**config.mk**
```make
export PLATFORM = sky130hd
export DESIGN_NAME = simple_lsu
export DESIGN_NICKNAME = d
export VERILOG_FILES = /design/src/rtl/lsu_pkg.sv /design/src/rtl/simple_lsu_load_extend.sv /design/src/rtl/simple_lsu.sv
export SDC_FILE = /design/constraint.sdc
export NUM_CORES = 1
export LEC_CHECK = 0
export CORE_MARGIN = 2
export CORE_UTILIZATION = 47
export CTS_BUF_LIST = sky130_fd_sc_hd__clkbuf_16
export DETAILED_ROUTE_END_ITERATION = 10
export PLACE_DENSITY = 0.93
export SYNTH_ARGS = -nofsm -noshare
export SYNTH_HDL_FRONTEND = slang
export SYNTH_SLANG_ARGS = --single-unit
```
**constraint.sdc**
```tcl
create_clock -name iwClk -period 4.4 [get_ports iwClk]
set_input_delay 0.88 -clock iwClk [delete_from_list [all_inputs] [get_ports iwClk]]
set_output_delay 0.88 -clock iwClk [all_outputs]
set_load 0.1 [all_outputs]
```
**src/rtl/lsu_pkg.sv**
```systemverilog
// simple_lsu shared definitions: size encodings, FSM states,
// byte-strobe constants and small size helpers.
package lsu_pkg;

    typedef enum logic [1:0] {
        SZ_BYTE = 2'b00,
        SZ_HALF = 2'b01,
        SZ_WORD = 2'b10,
        SZ_RSVD = 2'b11
    } size_e;

    typedef enum logic [2:0] {
        S_IDLE     = 3'd0,
        S_LD_ISSUE = 3'd1,
        S_LD_DATA  = 3'd2,
        S_ST_ISSUE = 3'd3,
        S_RESP     = 3'd4
    } state_e;

    localparam logic [3:0] STRB_B = 4'b0001;
    localparam logic [3:0] STRB_H = 4'b0011;
    localparam logic [3:0] STRB_W = 4'b1111;

    // Number of bytes touched by an access; reserved size touches none.
    function automatic logic [2:0] size_bytes(input logic [1:0] sz);
        logic [2:0] n;
        n = 3'd0;
        unique case (sz)
            SZ_BYTE: n = 3'd1;
            SZ_HALF: n = 3'd2;
            SZ_WORD: n = 3'd4;
            default: n = 3'd0;
        endcase
        return n;
    endfunction

    // Byte-strobe pattern for a store of the given size.
    function automatic logic [3:0] size_strb(input logic [1:0] sz);
        logic [3:0] s;
        s = 4'b0000;
        unique case (1'b1)
            (sz == SZ_BYTE): s = STRB_B;
            (sz == SZ_HALF): s = STRB_H;
            (sz == SZ_WORD): s = STRB_W;
            default:         s = 4'b0000;
        endcase
        return s;
    endfunction

    // Natural-alignment check: halves on even, words on 4-byte boundaries.
    function automatic logic is_misaligned(
        input logic [1:0] sz,
        input logic [1:0] lo
    );
        logic m;
        m = 1'b0;
        unique case (sz)
            SZ_HALF: m = lo[0];
            SZ_WORD: m = |lo;
            default: m = 1'b0;
        endcase
        return m;
    endfunction

endpackage

```
**src/rtl/simple_lsu_load_extend.sv**
```systemverilog
// simple_lsu load extender: selects the low byte/half/word of the
// raw memory word and sign- or zero-extends it to 32 bits.
module lsu_load_extend
    import lsu_pkg::*;
(
    input  logic [31:0] i_raw,
    input  logic [1:0]  i_size,
    input  logic        i_unsigned,
    output logic [31:0] o_data
);

    logic sign_b;
    logic sign_h;

    assign sign_b = ~i_unsigned & i_raw[7];
    assign sign_h = ~i_unsigned & i_raw[15];

    // Pick the lane by access size and fill the upper bits.
    always_comb begin
        o_data = i_raw;
        unique case (i_size)
            SZ_BYTE: o_data = {{24{sign_b}}, i_raw[7:0]};
            SZ_HALF: o_data = {{16{sign_h}}, i_raw[15:0]};
            default: o_data = i_raw;
        endcase
    end

endmodule

```
**src/rtl/simple_lsu.sv**
```systemverilog
// simple_lsu: single-outstanding load/store unit in front of the
// byte-addressed simple_memory. Optional LSU_MISALIGN_TRAP_EN traps misaligned half/word.
module simple_lsu
    import lsu_pkg::*;
#(
    parameter logic [31:0] pMemBytes = 32'd176
) (
    input  logic        iwClk,
    input  logic        iwnRst,
    input  logic        iwReqValid,
    output logic        owReqReady,
    input  logic        iwReqWrite,
    input  logic [1:0]  iwReqSize,
    input  logic        iwReqUnsigned,
    input  logic [31:0] iwReqAddr,
    input  logic [31:0] iwReqWdata,
    output logic        orRspValid,
    input  logic        iwRspReady,
    output logic [31:0] orRspData,
    output logic        orRspFault,
    output logic [31:0] orMemReadAddr,
    output logic [31:0] orMemWriteAddr,
    output logic [31:0] orMemWriteData,
    output logic [3:0]  orMemWstrb,
    input  logic [31:0] iwMemReadData
);

    state_e      state_q;
    state_e      state_d;

    logic [31:0] rd_addr_q;
    logic [31:0] rd_addr_d;
    logic [31:0] wr_addr_q;
    logic [31:0] wr_addr_d;
    logic [31:0] wr_data_q;
    logic [31:0] wr_data_d;
    logic [3:0]  wstrb_q;
    logic [3:0]  wstrb_d;
    logic        rsp_valid_q;
    logic        rsp_valid_d;
    logic [31:0] rsp_data_q;
    logic [31:0] rsp_data_d;
    logic        rsp_fault_q;
    logic        rsp_fault_d;
    logic [1:0]  size_q;
    logic [1:0]  size_d;
    logic        uns_q;
    logic        uns_d;

    logic [2:0]  nbytes;
    logic [32:0] end_addr;
    logic        oob;
    logic        rsvd;
    logic        misal;
    logic        acc_fault;
    logic [31:0] ext_data;

    // Bound check in 33 bits so addresses near 2^32 cannot wrap legal.
    always_comb begin
        nbytes   = size_bytes(iwReqSize);
        end_addr = {1'b0, iwReqAddr} + {30'd0, nbytes};
        oob      = end_addr > {1'b0, pMemBytes};
        rsvd     = (iwReqSize == SZ_RSVD);
`ifdef LSU_MISALIGN_TRAP_EN
        misal    = is_misaligned(iwReqSize, iwReqAddr[1:0]);
`else
        misal    = 1'b0;
`endif
        acc_fault = rsvd | oob | misal;
    end

    lsu_load_extend u_ext (
        .i_raw      (iwMemReadData),
        .i_size     (size_q),
        .i_unsigned (uns_q),
        .o_data     (ext_data)
    );

    // State register and all datapath flops.
    always_ff @(posedge iwClk or negedge iwnRst) begin
        if (!iwnRst) begin
            state_q     <= S_IDLE;
            rd_addr_q   <= '0;
            wr_addr_q   <= '0;
            wr_data_q   <= '0;
            wstrb_q     <= '0;
            rsp_valid_q <= 1'b0;
            rsp_data_q  <= '0;
            rsp_fault_q <= 1'b0;
            size_q      <= '0;
            uns_q       <= 1'b0;
        end else begin
            state_q     <= state_d;
            rd_addr_q   <= rd_addr_d;
            wr_addr_q   <= wr_addr_d;
            wr_data_q   <= wr_data_d;
            wstrb_q     <= wstrb_d;
            rsp_valid_q <= rsp_valid_d;
            rsp_data_q  <= rsp_data_d;
            rsp_fault_q <= rsp_fault_d;
            size_q      <= size_d;
            uns_q       <= uns_d;
        end
    end

    // Next-state: one access in flight, faults skip memory entirely.
    always_comb begin
        state_d = state_q;
        unique case (state_q)
            S_IDLE: begin
                if (iwReqValid) begin
                    if (acc_fault) begin
                        state_d = S_RESP;
                    end else if (iwReqWrite) begin
                        state_d = S_ST_ISSUE;
                    end else begin
                        state_d = S_LD_ISSUE;
                    end
                end
            end
            S_LD_ISSUE: state_d = S_LD_DATA;
            S_LD_DATA:  state_d = S_RESP;
            S_ST_ISSUE: state_d = S_RESP;
            S_RESP: begin
                if (iwRspReady) begin
                    state_d = S_IDLE;
                end
            end
            default: state_d = S_IDLE;
        endcase
    end

    // Registered outputs; the strobe defaults low so it lives one cycle.
    always_comb begin
        rd_addr_d   = rd_addr_q;
        wr_addr_d   = wr_addr_q;
        wr_data_d   = wr_data_q;
        wstrb_d     = 4'b0000;
        rsp_valid_d = rsp_valid_q;
        rsp_data_d  = rsp_data_q;
        rsp_fault_d = rsp_fault_q;
        size_d      = size_q;
        uns_d       = uns_q;
        unique case (state_q)
            S_IDLE: begin
                if (iwReqValid) begin
                    size_d      = iwReqSize;
                    uns_d       = iwReqUnsigned;
                    rsp_data_d  = '0;
                    rsp_fault_d = acc_fault;
                    if (acc_fault) begin
                        rsp_valid_d = 1'b1;
                    end else if (iwReqWrite) begin
                        wr_addr_d = iwReqAddr;
                        wr_data_d = iwReqWdata;
                        wstrb_d   = size_strb(iwReqSize);
                    end else begin
                        rd_addr_d = iwReqAddr;
                    end
                end
            end
            S_LD_DATA: begin
                rsp_data_d  = ext_data;
                rsp_fault_d = 1'b0;
                rsp_valid_d = 1'b1;
            end
            S_ST_ISSUE: begin
                rsp_data_d  = '0;
                rsp_fault_d = 1'b0;
                rsp_valid_d = 1'b1;
            end
            S_RESP: begin
                if (iwRspReady) begin
                    rsp_valid_d = 1'b0;
                end
            end
            default: begin
                rsp_valid_d = 1'b0;
            end
        endcase
    end

    assign owReqReady     = (state_q == S_IDLE);
    assign orRspValid     = rsp_valid_q;
    assign orRspData      = rsp_data_q;
    assign orRspFault     = rsp_fault_q;
    assign orMemReadAddr  = rd_addr_q;
    assign orMemWriteAddr = wr_addr_q;
    assign orMemWriteData = wr_data_q;
    assign orMemWstrb     = wstrb_q;

endmodule

```
==> impl_metrics.env, run 1 <==
export IMPL_clock_path_buffers=2
export IMPL_rows=41
export IMPL_ir_worst_vdd_v=0.000250
export IMPL_fin_crit_sh_pct=96.6
export IMPL_async_flop_share_pct=100
export IMPL_cts_buffers_inserted=17
export IMPL_path_delay_family="simple AND/OR/NAND/NOR gates"
export IMPL_portBuffers=238
export IMPL_synth_fp_nets=638
export IMPL_fin_util_pct=76.7
export IMPL_power_per_cell_area_nw_per_um2=319
export IMPL_cts_max_level=4
export IMPL_total_power_mw=3.11
export IMPL_ys_ff_latch=139
export IMPL_hold_viol_final=0
export IMPL_dr_pass1_iters=5
export IMPL_postSynthCellCount=526
export IMPL_status="complete, no violations"
export IMPL_wl_per_cell_um=18.9
export IMPL_clock_skew_ps=9.61
export IMPL_grt_pass1_wl_mm=30.0
export IMPL_die_x_um=118
export IMPL_avgSynthCellArea_um2=11.6
export IMPL_initial_utilization_pct=48.1
export IMPL_fin_cells=992
export IMPL_clk_pin_slew_ps=60
export IMPL_yosysWarnings=0
export IMPL_hold_path_class="reg2reg"
export IMPL_core_um2=12700
export IMPL_start_kind="primary input"
export IMPL_max_freq_mhz=235
export IMPL_drc=0
export IMPL_report_final_slew_viol_count=0
export IMPL_synthFlopType="dfrtp_1"
export IMPL_drive_gt1_share_pct=18.3
export IMPL_grt_start_max_net_pins=107
export IMPL_worstHoldStart="orRspData[31]$_DFFE_PN0P_"
export IMPL_leakagePower_nw=4.41
export IMPL_antenna_found_initial=0
export IMPL_critical_path_max_stage_delay_ps=500
export IMPL_synth_distinct_cells=54
export IMPL_cap_viol_max_count=0
export IMPL_cp_startpoint="iwReqSize[1]"
export IMPL_worst_endpoint_arrival_ps=4540
export IMPL_fin_crit_ps=4250
export IMPL_antenna_left=0
export IMPL_synth_edf_count=0
export IMPL_vias=5367
export IMPL_diodes=0
export IMPL_reg2reg_from="state_q[0]$_DFFE_PN0P_"
export IMPL_drt_initial_drc_count=355
export IMPL_cts_tree="done"
export IMPL_wl_mm=18.7
export IMPL_end_kind="register"
export IMPL_critPathSlowestCell="or4_4"
export IMPL_fin_nets=919
export IMPL_place_gp_congestion=0.922
export IMPL_rsz0062_at_grt="no"
export IMPL_critPathKind="in2reg"
export IMPL_timing_reg2reg_setup_slack_ps=1780
export IMPL_track_usage_pct=27.6
export IMPL_netlist_area_um2=6100
export IMPL_finalSetupViolations=0
export IMPL_via_per_inst=5.41
export IMPL_worst_pin_slew_ps=1290
export IMPL_clkLatencyLatePin_ps=420
export IMPL_root_buffer="clkbuf_16"
export IMPL_cts_sinks=139
export IMPL_dp_cells=955
export IMPL_place_hpwl_mm=12.9
export IMPL_relSlewSlack_pct=13.8
export IMPL_required_ps=4690
export IMPL_crit_fanout=13
export IMPL_grt_overflow=0
export IMPL_cp_cell_sequence="dlygate4sd2_1 -> inv_2 -> ha_4 -> ha_4 -> fa_2 -> a21oi_4 -> or4_4 -> or4_1 -> a211o_1 -> or4_4 -> nor4_4 -> buf_4 -> buf_12 -> mux2_2"
export IMPL_syn_to_final_growth_pct=59.4
export IMPL_die_area_um2=13900
export IMPL_num_io_pins=239
export IMPL_ys_seq_area_share_pct=57.0
export IMPL_die_h_um=118
export IMPL_grt_pass1_vias=5598
export IMPL_crit_buf_inv=4
registers in the layout, summed over array words and instances, names as in the netlist:
signal / count
orMemReadAddr: 32
orMemWriteAddr: 32
orMemWriteData: 32
orMemWstrb: 3
orRspData: 32
orRspFault: 1
orRspValid: 1
size_q: 2
state_q: 3
uns_q: 1
per-layer routing:
| layer | share of wire (%) | GRT usage, % |
|---|---|---|
| met5 | 0 | 0 |
| met2 | 52 | 48.7 |
| met3 | 7.2 | 8.24 |
| met1 | 39 | 32.0 |
| met4 | 2.1 | 9.71 |
logic make-up after synthesis:
group,count (synthesis),share of synthesized area [%]
compound gates,88,9.70
buf+inv,36,2.83
mux,52,9.58
flops,139,57.0
fa+ha+maj,8,1.76
xor+xnor,7,1.01
simple gates,196,18.1
Yosys cell counts, types with 4 or more instances:
| cell type | number | area, µm² |
|---|---|---|
| a21o_1 | 4 | 30.0 |
| a21oi_1 | 7 | 35.0 |
| a22o_1 | 16 | 140 |
| and3_1 | 4 | 25.0 |
| buf_6 | 4 | 45.0 |
| clkbuf_1 | 18 | 67.6 |
| dfrtp_1 | 139 | 3480 |
| ha_1 | 7 | 87.6 |
| inv_1 | 10 | 37.5 |
| mux2_1 | 4 | 45.0 |
| mux2_2 | 47 | 529 |
| nand2_1 | 45 | 169 |
| nand3_1 | 15 | 75.1 |
| nand4_1 | 8 | 50.1 |
| nor2_1 | 16 | 60.1 |
| nor2b_1 | 64 | 400 |
| nor3_1 | 12 | 60.1 |
| nor4_1 | 5 | 31.3 |
| o21ai_0 | 34 | 170 |
| o31a_1 | 4 | 35.0 |
| or3_1 | 5 | 31.3 |
| or4_1 | 5 | 37.5 |
| xnor2_1 | 4 | 35.0 |
power breakdown:
part | switching (mW) | total [mW] | internal (mW)
Clock | 0.554 | 1.45 | 0.892
Sequential | 0.0241 | 1.31 | 1.29
Combinational | 0.183 | 0.347 | 0.164
per-stage QoR:
| stage | hold WS [ps] | area, µm² | setup slack (ps) | TNS (ps) |
|---|---|---|---|---|
| finish | 481 | 9720 | 150 | 0 |
| global route | 515 | 9720 | 66.7 | 0 |
| CTS | 482 | 9670 | 9.51 | 0 |
| detailed placement | 469 | 8980 | -549 | -45600 |
| global placement | 461 | 8980 | -427 | -35700 |
| floorplan | 461 | 6140 | 3.27 | 0 |
placed cells by master (no fill, tap or decap), drive strengths merged, types with 3 or more instances in the layout:
| cell type | n |
|---|---|
| nand2 | 45 |
| bufinv | 3 |
| clkbuf | 17 |
| nor2b | 64 |
| a211o | 3 |
| o31a | 4 |
| xor2 | 3 |
| nand3 | 15 |
| or3 | 5 |
| nor2 | 16 |
| a211oi | 3 |
| ha | 7 |
| dfrtp | 139 |
| inv | 15 |
| a21oi | 7 |
| o21ai | 34 |
| nor4 | 7 |
| clkinv | 7 |
| nand4 | 8 |
| clkdlybuf4s50 | 234 |
| or4 | 7 |
| a22o | 16 |
| xnor2 | 4 |
| and3 | 4 |
| a31oi | 3 |
| a21o | 4 |
| mux2 | 51 |
| and4 | 3 |
| nor3 | 12 |
| o31ai | 3 |
| buf | 51 |
final timing paths:
check,endpoint,cells after the start
max reg2reg,orMemWriteData[11]$_DFFE_PN0P_,8
max,orMemWriteData[11]$_DFFE_PN0P_,14
min in group asynchronous,orMemWriteAddr[13]$_DFFE_PN0P_,1
min,orRspData[31]$_DFFE_PN0P_,2
max in group asynchronous,orMemWriteAddr[2]$_DFFE_PN0P_,2
min reg2reg,orRspData[31]$_DFFE_PN0P_,2
tightest hold or removal path, cell delays in order (launching register included):
cell	delay, ps
dfrtp_1	330
nand2_1	50
o21ai_0	60
layout make-up:
| type | instances | area, µm² |
|---|---|---|
| repair buffers | 288 | 2830 |
| inverters | 10 | 37.5 |
| well taps | 172 | 215 |
| flip-flops and latches | 139 | 3480 |
| fillers | 765 | 2950 |
| clock inverters | 15 | 173 |
| clock buffers | 17 | 425 |
| multi-input cells | 351 | 2570 |
timing repair:
action,4_1_cts,5_1_grt
pin swaps,1,6
setup endpoints to repair,54,92
setup buffers,3,0
hold buffers,0,0
gates resized for setup,6,14
cloned,2,0
(Power assumes the default switching activity.)
==> run 2, diff against run 1 <==
ABC_AREA = 1   (was not set)
CORE_UTILIZATION = 49   (was 47)
PLACE_DENSITY = 0.94   (was 0.93)
==> run 2 against run 1 <==
- area after synthesis rose by 13%
- maximum frequency rose by 11%
- design area rose by 2.5%
- clock power fell by 9%
- final cell count rose by 29%
- first-iteration DRC count rose by 76%
- sequential power barely moved
- critical path depth rose by 5
- worst setup slack improved by 410 ps
- via count rose by 26%
- largest cell class unchanged
==> impl_metrics.env, run 2 <==
export IMPL_status="complete, no violations"
export IMPL_netlist_area_um2=6910
export IMPL_wl_per_cell_um=16.8
export IMPL_max_freq_mhz=261
export IMPL_hold_path_class="reg2reg"
export IMPL_grt_busiest_layer="met2"
export IMPL_post_synth_top_count_cell="nand2_1"
export IMPL_drive_gt1_share_pct=8.58
export IMPL_fin_tns_setup_ps=0
export IMPL_start_kind="primary input"
export IMPL_cts_hold_buf=0
export IMPL_rows=43
export IMPL_power_per_cell_area_nw_per_um2=321
export IMPL_hold_viol_final=0
export IMPL_synth_distinct_cells=35
export IMPL_ys_seq_area_share_pct=50.4
export IMPL_place_ws_ps=148
export IMPL_vias=6742
export IMPL_yosysTopAreaCell="dfrtp_1"
export IMPL_place_hpwl_mm=15.6
export IMPL_final_cell_mix="clkdlybuf4s50_1 (237), nand2_1 (231), dfrtp_1 (139)"
export IMPL_fin_crit_sh_pct=87.2
export IMPL_netlist_area_leader_share_pct=50.4
export IMPL_antenna_found_initial=0
export IMPL_critPathSlowestCell="clkdlybuf4s50_1"
export IMPL_ir_worst_vdd_v=0.000255
export IMPL_synth_area_leaders="dfrtp_1 (50%), nand2_1 (13%), nor2_1 (5.5%)"
export IMPL_cts_max_level=4
export IMPL_cts_resized=0
export IMPL_worst_endpoint_arrival_ps=4110
export IMPL_end_kind="register"
export IMPL_critPathKind="in2reg"
export IMPL_fillers=960
export IMPL_cts_tree="done"
export IMPL_grt_start_max_net_pins=85
export IMPL_rsz0062_at_grt="no"
export IMPL_grt_pass1_wl_mm=33.1
export IMPL_leakagePower_nw=4.89
export IMPL_cts_buffers_inserted=17
export IMPL_crit_top_cell="nand2_1"
export IMPL_clk_pin_slew_ps=60
export IMPL_grt_overflow=0
export IMPL_reg2reg_depth=6
export IMPL_place_gp_congestion=0.965
export IMPL_fin_crit_ps=3840
export IMPL_worst_pin_slew_ps=1060
export IMPL_avgSynthCellArea_um2=8.15
export IMPL_root_buffer="clkbuf_16"
export IMPL_core_um2=13800
export IMPL_fin_nets=1195
export IMPL_die_h_um=123
export IMPL_grt_util_met3_pct=6.60
export IMPL_setup_ws_ps=562
export IMPL_use_met2_pct=47.9
export IMPL_finalSetupViolations=0
export IMPL_synthFlopType="dfrtp_1"
export IMPL_synth_common_cells="nand2_1 (231), dfrtp_1 (139), nor2_1 (101)"
export IMPL_drt_initial_drc_count=625
export IMPL_dr_pass1_iters=5
export IMPL_yosysWarnings=0
export IMPL_relSlewSlack_pct=28.8
export IMPL_clock_skew_ps=5.73
export IMPL_die_area_um2=15100
export IMPL_ys_ff_latch=139
export IMPL_syn_to_final_growth_pct=44.4
export IMPL_antenna_left=0
export IMPL_cp_cell_sequence="clkdlybuf4s50_1 -> inv_1 -> ha_1 -> ha_1 -> fa_1 -> nand3_1 -> nand2_4 -> nand3_1 -> inv_2 -> nand2_1 -> nand2_1 -> nor2_2 -> nand2_1 -> nor2_1 -> nand2_1 -> nor3_4 -> nand4_4 -> inv_2 -> nor2_1"
export IMPL_portBuffers=238
export IMPL_async_flop_share_pct=100
export IMPL_final_common_cell="clkdlybuf4s50_1"
export IMPL_clock_path_buffers=2
export IMPL_required_ps=4670
export IMPL_postSynthCellCount=847
export IMPL_gr_usage_met1_pct=34.2
export IMPL_cap_viol_max_count=0
export IMPL_critical_path_max_stage_delay_ps=510
export IMPL_clkLatencyLatePin_ps=420
export IMPL_cts_sinks=139
export IMPL_die_x_um=123
export IMPL_diodes=0
export IMPL_grt_pass1_vias=6677
export IMPL_crit_fanout=23
export IMPL_drc=0
export IMPL_hold_depth=2
export IMPL_synth_fp_nets=959
export IMPL_cts_setup_buffers=0
export IMPL_initial_utilization_pct=50.0
export IMPL_report_final_slew_viol_count=0
export IMPL_synth_edf_count=0
export IMPL_track_usage_pct=28.5
export IMPL_via_per_inst=5.28
export IMPL_wl_mm=21.4
export IMPL_num_io_pins=239
[run 2: report_power, final]
part | leakage, nW | switching, mW | total, mW | internal, mW
clock network | 0.258 | 0.549 | 1.32 | 0.773
logic | 2.95 | 0.384 | 0.561 | 0.177
registers | 1.69 | 0.0188 | 1.32 | 1.30
total | 4.89 | 0.951 | 3.20 | 2.25
[run 2: worst max-delay path, delay by kind of cell]
family / cells / cell delay [ps]
buffers and inverters: 4 / 1040
adders and majority gates: 3 / 840
and+or+nand+nor: 12 / 1330
[run 2: final cells by class]
type	instances	area [µm²]	area share, %
well taps	180	225	2.26
repair buffers	250	2500	25.1
flip-flops and latches	139	3480	34.9
multi-input cells	570	2820	28.3
clock inverters	15	124	1.24
clock buffers	17	425	4.27
inverters	105	399	4.00
[run 2: final timing paths]
| path | start | end | slack (ps) |
|---|---|---|---|
| max | iwReqSize[0] | orMemReadAddr[11]$_DFFE_PN0P_ | 560 |
| min | orMemReadAddr[2]$_DFFE_PN0P_ | orMemReadAddr[2]$_DFFE_PN0P_ | 470 |
| max reg2reg | size_q[0]$_DFFE_PN0P_ | orRspData[29]$_DFFE_PN0P_ | 2100 |
| min reg2reg | orMemReadAddr[2]$_DFFE_PN0P_ | orMemReadAddr[2]$_DFFE_PN0P_ | 470 |
| max in group asynchronous | iwnRst | orMemWriteAddr[8]$_DFFE_PN0P_ | 3020 |
| min in group asynchronous | iwnRst | orMemWriteAddr[21]$_DFFE_PN0P_ | 490 |
[run 2: cell families (layout without fill, tap and decap cells)]
logic type	after synthesis	count (layout)	share of synthesized area (%)
compound gates	56	56	4.57
flops	139	139	50.4
xor+xnor	4	4	0.507
fa+ha+maj	8	8	1.56
simple gates	502	502	34.1
buf+inv	138	387	8.91
[run 2: per-stage QoR]
stage	utilization, %	hold slack (ps)	instances	total power, mW	cell area, µm²
global route	72.1	484	1276	3.32	9970
floorplan	-	476	847	1.65	6910
CTS	72.1	472	1276	3.21	9970
detailed placement	68.1	457	1244	1.89	9420
finish	72.1	467	1276	3.20	9970
global placement	68.1	454	1244	1.89	9420
[run 2: routing by layer]
metal | wire length (µm) | up-vias | part of all wire [%]
met1 | 8310 | 3176 | 39
met3 | 1650 | 64 | 7.7
li1 | - | 3181 | -
met4 | 1010 | 0 | 4.7
met5 | 0 | - | 0
met2 | 10500 | 321 | 49
==> run 3, diff against run 2 <==
TNS_END_PERCENT = 10   (was not set)
clock period = 4.7 ns   (was 4.4 ns; I/O delays follow)
==> run 3 against run 2 <==
- highest routed layer unchanged
- final cell count fell by 0.47%
- worst hold slack barely moved
- register-to-register slack improved by 90 ps
- clock skew rose by 1.7 ps
- power fell by 4.1%
==> impl_metrics.env, run 3 (same netlist as run 2, synthesis figures left out) <==
export IMPL_critPathSlowestCell="clkdlybuf4s50_1"
export IMPL_grt_start_max_net_pins=111
export IMPL_fin_crit_ps=4080
export IMPL_final_cell_mix="clkdlybuf4s50_1 (237), nand2_1 (231), dfrtp_1 (139)"
export IMPL_cts_tree="done"
export IMPL_wl_mm=21.6
export IMPL_power_per_cell_area_nw_per_um2=308
export IMPL_hold_path_class="reg2reg"
export IMPL_multi_input_area_um2=2820
export IMPL_path_delay_family="simple AND/OR/NAND/NOR gates"
export IMPL_rsz0062_at_grt="no"
export IMPL_num_io_pins=239
export IMPL_finalSetupViolations=0
export IMPL_core_um2=13800
export IMPL_fin_crit_sh_pct=86.9
export IMPL_drt_initial_drc_count=430
export IMPL_required_ps=4970
export IMPL_die_area_um2=15100
export IMPL_crit_buf_inv=4
export IMPL_crit_fanout=23
export IMPL_relSlewSlack_pct=30.1
export IMPL_timing_rr_end="orRspData[31]$_DFFE_PN0P_"
export IMPL_worst_pin_slew_ps=1040
export IMPL_portBuffers=238
export IMPL_place_gp_congestion=0.973
export IMPL_antenna_found_initial=0
export IMPL_cp_startpoint="iwReqSize[0]"
export IMPL_rows=43
export IMPL_cp_cell_sequence="clkdlybuf4s50_1 -> inv_1 -> ha_1 -> ha_1 -> fa_1 -> nand3_1 -> nand2_4 -> nand3_1 -> inv_2 -> nand2_1 -> nand2_1 -> nor2_2 -> nand2_1 -> nor2_1 -> nand2_1 -> nor3_4 -> nand4_4 -> inv_2 -> nor2_1"
export IMPL_wl_per_cell_um=17.0
export IMPL_track_usage_pct=29.0
export IMPL_fin_tns_setup_ps=0
export IMPL_drive_gt1_share_pct=8.17
export IMPL_vias=6810
export IMPL_cts_buffers_inserted=17
export IMPL_leakagePower_nw=4.88
export IMPL_cp_depth=19
export IMPL_final_common_cell="clkdlybuf4s50_1"
export IMPL_critPathKind="in2reg"
export IMPL_root_buffer="clkbuf_16"
export IMPL_clkLatencyLatePin_ps=420
export IMPL_clock_skew_ps=7.42
export IMPL_die_h_um=123
export IMPL_worst_endpoint_arrival_ps=4350
export IMPL_fin_util_pct=72.0
export IMPL_fin_nets=1191
export IMPL_start_kind="primary input"
export IMPL_max_freq_mhz=245
export IMPL_grt_overflow=0
export IMPL_initial_utilization_pct=50.0
export IMPL_cts_max_level=4
export IMPL_worstSetupEndpoint="orMemReadAddr[14]$_DFFE_PN0P_"
export IMPL_clock_path_buffers=2
export IMPL_cap_viol_max_count=0
export IMPL_drc=0
export IMPL_cts_hold_buf=0
export IMPL_grt_pass1_wl_mm=33.6
export IMPL_antenna_left=0
export IMPL_clk_pin_slew_ps=60
export IMPL_syn_to_final_growth_pct=44.2
export IMPL_diodes=0
export IMPL_cts_sinks=139
export IMPL_critical_path_max_stage_delay_ps=510
export IMPL_place_hpwl_mm=15.3
export IMPL_fillers=979
export IMPL_cts_resized=0
export IMPL_reg2reg_from="state_q[2]$_DFFE_PN0P_"
export IMPL_hold_viol_final=0
export IMPL_timing_reg2reg_setup_slack_ps=2190
export IMPL_crit_top_cell="nand2_1"
export IMPL_die_x_um=123
export IMPL_report_final_slew_viol_count=0
export IMPL_status="complete, no violations"
export IMPL_reg2reg_depth=7
export IMPL_ir_worst_vdd_v=0.000253
export IMPL_dr_pass1_iters=5
export IMPL_via_per_inst=5.36
export IMPL_end_kind="register"
export IMPL_cts_setup_buffers=0
export IMPL_grt_pass1_vias=6630
export IMPL_seq_area_um2=3480
run 3: cell types whose count changed in the layout (fill, tap and decap cells not counted), sizes merged:
cell / change
inv: -2
buf: -4
clkinv: -2
bufinv: +2
run 3: final cells by class:
cell class	instances	share of cell area [%]
Inverter	105	4.01
Sequential cell	139	34.9
Multi-Input combinational cell	570	28.3
Clock inverter	13	1.55
Clock buffer	17	4.27
Timing Repair Buffer	246	24.7
Tap cell	180	2.26
run 3: power by group:
group,internal (mW),switching [mW]
combinational,0.165,0.355
clock,0.822,0.492
sequential,1.22,0.0191
total,2.21,0.866
run 3: worst min path at each step:
| stage | start | to | slack (ps) | cells past startpoint |
|---|---|---|---|---|
| 6_report | orMemWriteAddr[1]$_DFFE_PN0P_ | orMemWriteAddr[1]$_DFFE_PN0P_ | 470 | 2 |
| 5_1_grt | orMemWriteData[18]$_DFFE_PN0P_ | orMemWriteData[18]$_DFFE_PN0P_ | 490 | 2 |
| 4_1_cts | orMemWriteData[27]$_DFFE_PN0P_ | orMemWriteData[27]$_DFFE_PN0P_ | 470 | 2 |
| 3_5_place_dp | orMemWriteData[27]$_DFFE_PN0P_ | orMemWriteData[27]$_DFFE_PN0P_ | 460 | 2 |
| 3_3_place_gp | orMemWriteAddr[7]$_DFFE_PN0P_ | orMemWriteAddr[7]$_DFFE_PN0P_ | 450 | 2 |
| 2_1_floorplan | size_q[0]$_DFFE_PN0P_ | size_q[0]$_DFFE_PN0P_ | 480 | 2 |
run 3: metrics by stage:
stage	area (µm²)	setup slack (ps)	std cells	total power, mW	hold WS, ps
after CTS	9960	625	1270	3.08	472
after global placement	9380	376	1240	1.76	453
after detailed placement	9380	243	1240	1.77	458
final	9960	616	1270	3.07	467
after floorplan	6910	1280	847	1.54	476
after global routing	9960	363	1270	3.19	492
run 3: routing by layer:
metal  wire (µm)  GRT usage [%]  vias to the layer above  part of all wire [%]
met1        8330           34.6                     3241                    39
met5           0              0                        -                     0
met4        1090           16.6                        0                   5.1
met3        1720           6.88                       81                   7.9
met2       10500           48.1                      321                    48
li1            -              -                     3167                     -
run 3: worst min-delay path, stage by stage (launching register included):
cell and delay, ps:
dfrtp_1 340, nand2_1 50, nand2_1 40
